--- src/rtl/prll_bs_pkg.sv ---
// -----------------------------------------------------------------------------
// prll_bs_pkg
// Shared definitions for the parallel-bus responder endpoint:
//   - bit positions of every field in the 65-bit bus packet
//   - responder FSM state encoding (rspndr_st_t)
//   - packed packet struct (prll_pkt_t) and pack/unpack helpers
// Packet map: [64:62] dst, [61:59] src, [58] wr, [57] rsp, [56] err,
//             [55:32] addr, [31:0] data.
// -----------------------------------------------------------------------------
package prll_bs_pkg;

  localparam int PKT_BITS = 65;

  localparam int DST_MSB  = 64;
  localparam int DST_LSB  = 62;
  localparam int SRC_MSB  = 61;
  localparam int SRC_LSB  = 59;
  localparam int WR_BIT   = 58;
  localparam int RSP_BIT  = 57;
  localparam int ERR_BIT  = 56;
  localparam int ADDR_MSB = 55;
  localparam int ADDR_LSB = 32;
  localparam int DATA_MSB = 31;
  localparam int DATA_LSB = 0;

  typedef enum logic [2:0] {
    ST_IDLE = 3'd0,
    ST_POP  = 3'd1,
    ST_CHK  = 3'd2,
    ST_REQ  = 3'd3,
    ST_RESP = 3'd4
  } rspndr_st_t;

  typedef struct packed {
    logic [2:0]  dst;
    logic [2:0]  src;
    logic        wr;
    logic        rsp;
    logic        err;
    logic [23:0] addr;
    logic [31:0] data;
  } prll_pkt_t;

  // Field-by-field split of a raw bus word into the packet struct.
  function automatic prll_pkt_t pkt_unpack(input logic [PKT_BITS-1:0] w);
    prll_pkt_t p;
    p.dst  = w[DST_MSB:DST_LSB];
    p.src  = w[SRC_MSB:SRC_LSB];
    p.wr   = w[WR_BIT];
    p.rsp  = w[RSP_BIT];
    p.err  = w[ERR_BIT];
    p.addr = w[ADDR_MSB:ADDR_LSB];
    p.data = w[DATA_MSB:DATA_LSB];
    return p;
  endfunction

  // Inverse of pkt_unpack: place each struct field at its bus position.
  function automatic logic [PKT_BITS-1:0] pkt_pack(input prll_pkt_t p);
    logic [PKT_BITS-1:0] w;
    w                    = '0;
    w[DST_MSB:DST_LSB]   = p.dst;
    w[SRC_MSB:SRC_LSB]   = p.src;
    w[WR_BIT]            = p.wr;
    w[RSP_BIT]           = p.rsp;
    w[ERR_BIT]           = p.err;
    w[ADDR_MSB:ADDR_LSB] = p.addr;
    w[DATA_MSB:DATA_LSB] = p.data;
    return w;
  endfunction

endpackage

--- src/rtl/prll_bs_rspndr_if.sv ---
// -----------------------------------------------------------------------------
// prll_bs_rspndr_if
// Bundles the responder's bus-FIFO pair and its peripheral req/ack port.
//   master : the responder (pops requests, pushes responses, drives prph_req)
//   slave  : the environment (FIFO pair + peripheral register block)
// Signals:
//   pndng/pop/D_pop        bus-to-device FIFO (show-ahead head word)
//   push/D_push            device-to-bus FIFO
//   prph_req/wr/addr/wdata peripheral access, held until prph_ack
//   prph_ack/rdata/err     peripheral completion
// -----------------------------------------------------------------------------
interface prll_bs_rspndr_if #(
  parameter int bits = 65
);

  logic            pndng;
  logic            pop;
  logic [bits-1:0] D_pop;
  logic            push;
  logic [bits-1:0] D_push;
  logic            prph_req;
  logic            prph_wr;
  logic [23:0]     prph_addr;
  logic [31:0]     prph_wdata;
  logic            prph_ack;
  logic [31:0]     prph_rdata;
  logic            prph_err;

  modport master (
    input  pndng, D_pop, prph_ack, prph_rdata, prph_err,
    output pop, push, D_push, prph_req, prph_wr, prph_addr, prph_wdata
  );

  modport slave (
    output pndng, D_pop, prph_ack, prph_rdata, prph_err,
    input  pop, push, D_push, prph_req, prph_wr, prph_addr, prph_wdata
  );

endinterface

--- src/rtl/prll_rspndr_tmo_cntr.sv ---
// -----------------------------------------------------------------------------
// prll_rspndr_tmo_cntr
// 16-bit peripheral-ack timeout counter. Only instantiated when the responder
// is built with RSPNDR_TMO_EN.
// Ports:
//   clk, reset  clock, asynchronous active-low reset
//   en          count while the responder waits in REQ
//   clr         return to zero (access finished); dominates en
//   expired     high in the cycle the count equals lim while enabled
// -----------------------------------------------------------------------------
module prll_rspndr_tmo_cntr #(
  parameter logic [15:0] lim = 16'd254
) (
  input  logic clk,
  input  logic reset,
  input  logic en,
  input  logic clr,
  output logic expired
);

  logic [15:0] cnt_q;

  // The count equals the number of completed REQ cycles, so expiry at lim
  // means the request has been held for lim+1 cycles.
  always_ff @(posedge clk or negedge reset) begin
    if (!reset) begin
      cnt_q <= '0;
    end else if (clr) begin
      cnt_q <= '0;
    end else if (en) begin
      cnt_q <= cnt_q + 16'd1;
    end
  end

  assign expired = en && (cnt_q == lim);

endmodule

--- src/rtl/prll_bs_rspndr.sv ---
// -----------------------------------------------------------------------------
// prll_bs_rspndr
// Device-side responder for the parallel bus. Drains one request packet at a
// time from the bus-to-device FIFO, runs it as a register access on the
// peripheral port and, for unicast requests, pushes a response packet back
// to the requester.
// Parameters: bits (must be 65), id (own address), bdcst (broadcast address),
//             tmo_cyc (ack timeout, 1..65535).
// Ports:
//   clk    rising-edge clock
//   reset  asynchronous active-low reset
//   bus    prll_bs_rspndr_if.master (FIFO pair + peripheral port)
//   busy   high whenever the FSM is not idle
// Build option: RSPNDR_TMO_EN adds the peripheral ack timeout; without it the
// responder waits in REQ for prph_ack indefinitely.
// -----------------------------------------------------------------------------
module prll_bs_rspndr
  import prll_bs_pkg::*;
#(
  parameter int          bits    = 65,
  parameter logic [2:0]  id      = 3'd1,
  parameter logic [2:0]  bdcst   = 3'b111,
  parameter int          tmo_cyc = 255
) (
  input  logic                 clk,
  input  logic                 reset,
  prll_bs_rspndr_if.master     bus,
  output logic                 busy
);

  if (bits != PKT_BITS || tmo_cyc < 1 || tmo_cyc > 65535) begin : g_bad_cfg
    $error("prll_bs_rspndr: bits must be 65 and tmo_cyc within 1..65535");
  end

  rspndr_st_t      state_q, state_d;
  prll_pkt_t       req_q;
  prll_pkt_t       rsp_pkt;
  logic            prph_wr_q;
  logic [23:0]     prph_addr_q;
  logic [31:0]     prph_wdata_q;
  logic [bits-1:0] d_push_q;
  logic            is_bcast;
  logic            chk_accept;
  logic            tmo_hit;
  logic            req_done;
  logic            req_err_unused;

  // The err bit of an incoming request carries no meaning for the target.
  assign req_err_unused = req_q.err;

  assign is_bcast = (req_q.dst == bdcst);

  // Accept only requests (not stray responses) aimed at us or at everyone,
  // and reject broadcast reads since nobody could answer them coherently.
  assign chk_accept = !req_q.rsp
                   && ((req_q.dst == id) || is_bcast)
                   && !(is_bcast && !req_q.wr);

  // An access finishes on ack or, when the timeout is built in, on expiry.
  assign req_done = (state_q == ST_REQ) && (bus.prph_ack || tmo_hit);

`ifdef RSPNDR_TMO_EN
  prll_rspndr_tmo_cntr #(
    .lim (16'(tmo_cyc - 1))
  ) u_tmo_cntr (
    .clk     (clk),
    .reset   (reset),
    .en      (state_q == ST_REQ),
    .clr     (req_done),
    .expired (tmo_hit)
  );
`else
  assign tmo_hit = 1'b0;
`endif

  // State register; reset aborts any in-flight access immediately.
  always_ff @(posedge clk or negedge reset) begin
    if (!reset) begin
      state_q <= ST_IDLE;
    end else begin
      state_q <= state_d;
    end
  end

  // Next-state logic: one packet in flight, pndng only looked at in IDLE.
  always_comb begin
    state_d = state_q;
    unique case (state_q)
      ST_IDLE: if (bus.pndng) state_d = ST_POP;
      ST_POP:  state_d = ST_CHK;
      ST_CHK:  state_d = chk_accept ? ST_REQ : ST_IDLE;
      ST_REQ:  if (req_done) state_d = is_bcast ? ST_IDLE : ST_RESP;
      ST_RESP: state_d = ST_IDLE;
      default: state_d = ST_IDLE;
    endcase
  end

  // Moore output decode: strobes and prph_req follow the state directly, so
  // prph_req falls as soon as reset forces the state back to IDLE.
  always_comb begin
    bus.pop      = 1'b0;
    bus.push     = 1'b0;
    bus.prph_req = 1'b0;
    busy         = 1'b1;
    unique case (state_q)
      ST_IDLE: busy         = 1'b0;
      ST_POP:  bus.pop      = 1'b1;
      ST_CHK:  ;
      ST_REQ:  bus.prph_req = 1'b1;
      ST_RESP: bus.push     = 1'b1;
      default: busy         = 1'b0;
    endcase
  end

  // Response assembly. An ack that lands in the timeout cycle still wins;
  // a genuine timeout reports err with zeroed data.
  always_comb begin
    rsp_pkt      = '0;
    rsp_pkt.dst  = req_q.src;
    rsp_pkt.src  = id;
    rsp_pkt.wr   = req_q.wr;
    rsp_pkt.rsp  = 1'b1;
    rsp_pkt.addr = req_q.addr;
    if (bus.prph_ack) begin
      rsp_pkt.err  = bus.prph_err;
      rsp_pkt.data = req_q.wr ? req_q.data : bus.prph_rdata;
    end else begin
      rsp_pkt.err  = 1'b1;
      rsp_pkt.data = '0;
    end
  end

  // Request capture at the end of POP, peripheral command setup in CHK and
  // response capture as the access completes; all held until overwritten.
  always_ff @(posedge clk or negedge reset) begin
    if (!reset) begin
      req_q        <= '0;
      prph_wr_q    <= 1'b0;
      prph_addr_q  <= '0;
      prph_wdata_q <= '0;
      d_push_q     <= '0;
    end else begin
      if (state_q == ST_POP) begin
        req_q <= pkt_unpack(bus.D_pop);
      end
      if ((state_q == ST_CHK) && chk_accept) begin
        prph_wr_q    <= req_q.wr;
        prph_addr_q  <= req_q.addr;
        prph_wdata_q <= req_q.data;
      end
      if (req_done && !is_bcast) begin
        d_push_q <= pkt_pack(rsp_pkt);
      end
    end
  end

  assign bus.prph_wr    = prph_wr_q;
  assign bus.prph_addr  = prph_addr_q;
  assign bus.prph_wdata = prph_wdata_q;
  assign bus.D_push     = d_push_q;

endmodule

--- src/flat_wrapper.sv ---
// flat-port wrapper written by rule: the top's interface ports become plain ports
module prll_bs_rspndr_flat import prll_bs_pkg::*;
#(
  parameter int          bits    = 65,
  parameter logic [2:0]  id      = 3'd1,
  parameter logic [2:0]  bdcst   = 3'b111,
  parameter int          tmo_cyc = 255
)
  (clk, reset, busy, bus_pndng, bus_D_pop, bus_prph_ack, bus_prph_rdata, bus_prph_err, bus_pop, bus_push, bus_D_push, bus_prph_req, bus_prph_wr, bus_prph_addr, bus_prph_wdata);
  prll_bs_rspndr_if #(.bits(bits)) bus_i ();
  input  logic clk;
  input  logic reset;
  output logic busy;
  input wire logic [$bits(bus_i.pndng)-1:0] bus_pndng;
  input wire logic [$bits(bus_i.D_pop)-1:0] bus_D_pop;
  input wire logic [$bits(bus_i.prph_ack)-1:0] bus_prph_ack;
  input wire logic [$bits(bus_i.prph_rdata)-1:0] bus_prph_rdata;
  input wire logic [$bits(bus_i.prph_err)-1:0] bus_prph_err;
  output wire logic [$bits(bus_i.pop)-1:0] bus_pop;
  output wire logic [$bits(bus_i.push)-1:0] bus_push;
  output wire logic [$bits(bus_i.D_push)-1:0] bus_D_push;
  output wire logic [$bits(bus_i.prph_req)-1:0] bus_prph_req;
  output wire logic [$bits(bus_i.prph_wr)-1:0] bus_prph_wr;
  output wire logic [$bits(bus_i.prph_addr)-1:0] bus_prph_addr;
  output wire logic [$bits(bus_i.prph_wdata)-1:0] bus_prph_wdata;
  assign bus_i.pndng = bus_pndng;
  assign bus_i.D_pop = bus_D_pop;
  assign bus_i.prph_ack = bus_prph_ack;
  assign bus_i.prph_rdata = bus_prph_rdata;
  assign bus_i.prph_err = bus_prph_err;
  assign bus_pop = bus_i.pop;
  assign bus_push = bus_i.push;
  assign bus_D_push = bus_i.D_push;
  assign bus_prph_req = bus_i.prph_req;
  assign bus_prph_wr = bus_i.prph_wr;
  assign bus_prph_addr = bus_i.prph_addr;
  assign bus_prph_wdata = bus_i.prph_wdata;
  prll_bs_rspndr #(.bits(bits), .id(id), .bdcst(bdcst), .tmo_cyc(tmo_cyc)) u_core (.clk(clk), .reset(reset), .bus(bus_i), .busy(busy));
endmodule
--- config.mk ---
export PLATFORM = sky130hd
export DESIGN_NAME = prll_bs_rspndr_flat
export DESIGN_NICKNAME = d
export VERILOG_FILES = /design/src/rtl/prll_bs_pkg.sv /design/src/rtl/prll_bs_rspndr_if.sv /design/src/rtl/prll_rspndr_tmo_cntr.sv /design/src/rtl/prll_bs_rspndr.sv /design/src/flat_wrapper.sv
export SDC_FILE = /design/constraint.sdc
export NUM_CORES = 1
export LEC_CHECK = 0
export ABC_CLOCK_PERIOD_IN_PS = 5300
export BUFFER_PORTS_ARGS = -buffer_cell sky130_fd_sc_hd__buf_2
export CAP_MARGIN = 20
export CORE_UTILIZATION = 40
export DETAILED_ROUTE_END_ITERATION = 10
export GPL_ROUTABILITY_DRIVEN = 0
export SYNTH_ARGS = -nofsm -noshare
export SYNTH_HDL_FRONTEND = slang
export SYNTH_HIERARCHICAL = 1
export SYNTH_SLANG_ARGS = --single-unit
--- constraint.sdc ---
create_clock -name clk -period 5.3 [get_ports clk]
set_input_delay 0.795 -clock clk [delete_from_list [all_inputs] [get_ports clk]]
set_output_delay 0.795 -clock clk [all_outputs]
set_load 0.005 [all_outputs]
==> summary.txt <==
Initial antenna violation count: 0
Most frequent cells in the layout: 223 x buf_2, 200 x mux2_2, 185 x dfrtp_1
Ranking of synthesized cells by area: dfrtp_1 63%, mux2_2 30%, mux2_1 2.1%, buf_6 1.2%, buf_4 0.81%
Port bufs: 224
Clock root cell: clkbuf_16
Crit Path Class: flip-flop to output pin
Crit path DAT: 2.03 ns
Post_cts resized: 0
Vias in the first global route: 4978
Final Slew Violations: 0
Total GRT Usage: 18.13%
FF+latch area: 4656 um^2
Diodes inserted: 0
Critical path capture point type: output pin
Seq/Total Area, Yosys: 62.90%
CTS tree: built
RSZ-0062 raised after global routing: false
Max clock buf depth: 2
First-pass GRT wire length: 26.90 mm
Yosys reg bits: 186
GRT overflow: 0
Total negative slack: 0 ns
Wirelength per Cell: 17.99 um
DRT antenna net count: 0
Die height: 138.0 um
Outcome: completed
Yosys top cell by area: dfrtp_1
Die ar.: 19050 um^2
CP startpoint kind: flip-flop
Tmin final: 2.822 ns
Final setup fails: 0
Std-Cell Core Area: 18020 um^2
Final hold violations: 0
Clock latency at the later pin of the worst-skew pair: 0.42 ns
DR pass1 iterations: 4
Fill cell count: 1583
Hold Path Class: input port to async pin
Residual DRC: 0
Synth Instances: 447
Io pins: 228
Cts bufs inserted: 17
Reg clk slew, reported paths: 0.07 ns
WP data required: 4.51 ns
Multi-input gate area: 2561 um^2
Largest net degree at the start of global routing: 77
Die Wd: 138.0 um
Synth top area share: 62.90%
Std cell rows: 49
Initial Utilization: 41.05%
Core Util, Final: 51.71%
Hold_buf cts: 0
Clk sinks: 186
Power per cell area: 626.1 nW/um^2
Max-Cap Viols: 0
Final Cycle Share: 53.24%
Post-CTS Setup Bufs: 0
Share of post-route cells with drive strength above 1: 68.42%
Drt total wl: 16.42 mm
Clock skew: 0.01009 ns
Synth warn: 6
Vias post-DR: 4499
Nets: 773
P&R area growth vs syn: 25.97%
VDD IR max: 0.2674 mV
Syn Std Cell Area: 7400 um^2
Worst slew pin tran: 1.003 ns
Commonest non-fill, non-tap cell in the layout: buf_2
CP max FO: 52
Slew headroom: 33.11%
Via density: 4.928
Cell leakage power: 4.531 nW
Max H-tree Level: 4
DRT iter0 DRCs: 142
Synth unique cells: 24
Peak Freq: 354.4 MHz
Final HPWL DP: 11.09 mm
Syn Area/Cell: 16.55 um^2
==> state kept, by name, indices dropped and copies added, names as in the netlist <==
name	cells
u_core/bus.prph_wdata	32
u_core/bus.prph_addr	24
u_core/state_q	3
u_core/req_q	64
u_core/bus.prph_wr	1
u_core/bus.D_push	62
==> final timing paths <==
kind	start	cells past startpoint	slack [ns]	end
worst max-delay path	u_core/state_q[2]$_DFFE_PN0P_	3	2.48	bus_pop
worst min-delay path	reset	1	0.39	u_core/bus.prph_addr[6]$_DFFE_PN0P_
worst max register to register	u_core/state_q[2]$_DFFE_PN0P_	4	2.69	u_core/bus.D_push[54]$_DFFE_PN0P_
worst min register to register	u_core/bus.prph_addr[19]$_DFFE_PN0P_	1	0.48	u_core/bus.prph_addr[19]$_DFFE_PN0P_
max in group asynchronous	reset	2	3.70	u_core/bus.prph_addr[1]$_DFFE_PN0P_
min in group clk	u_core/bus.prph_addr[19]$_DFFE_PN0P_	1	0.48	u_core/bus.prph_addr[19]$_DFFE_PN0P_
==> metal layers <==
layer	wire length, um	GRT usage [%]	share of wire (%)
met1	6719	21.18	41
met2	8593	31.82	52
met3	720	4.364	4.4
met4	389	7.519	2.4
met5	0	0	0
==> metrics by stage <==
stage / power (mW) / instance area, um^2 / setup slack, ns / cells / hold slack (ns)
after floorplan: 3.688 / 7403 / 3.440 / 448 / 0.4750
after global placement: 4.419 / 8683 / 2.528 / 881 / 0.4642
after detailed placement: 4.530 / 8683 / 2.477 / 881 / 0.4706
after CTS: 5.917 / 9321 / 2.446 / 913 / 0.4067
after global routing: 6.202 / 9321 / 2.362 / 913 / 0.4514
final: 5.836 / 9321 / 2.478 / 913 / 0.3931
==> synth_stat cells, drive strengths merged <==
cell type and count:
dfrtp 186, nor3 1, and2 2, o31a 1, buf 24, and3 1, xnor2 1, o21ai 1
conb 1, clkbuf 3, a211oi 1, nor2b 1, o21a 1, and3b 1, nor2 2, nand3 2
mux2 214, nor3b 1, or2 2, nand4bb 1
==> logic make-up (layout without fill, tap and decap cells) <==
group,Yosys count,in the layout,synth area share (%)
compound gates,4,4,0.4565
xor+xnor,1,1,0.1184
buf+inv,27,263,2.722
flops,186,186,62.90
mux,214,214,32.57
other cells,1,2,0.05068
simple gates,14,14,1.184
==> layout make-up <==
cell class,instances,share of cell area [%]
clock inverters,15,2.282
well taps,229,3.074
repair buffers,231,12.66
clock buffers,17,4.564
multi-input cells,235,27.48
flip-flops and latches,186,49.95
==> power by group <==
part / switching [mW] / internal [mW] / total [mW]
Combinational: 0.713 / 1.16 / 1.88
Clock: 0.565 / 0.803 / 1.37
Sequential: 0.456 / 2.13 / 2.59
==> worst max-delay path, stage by stage (launching register included) <==
cell and delay, ns:
dfrtp_1 0.45, nor3b_2 0.23, buf_4 0.66, buf_2 0.24
(Power assumes the default switching activity.)
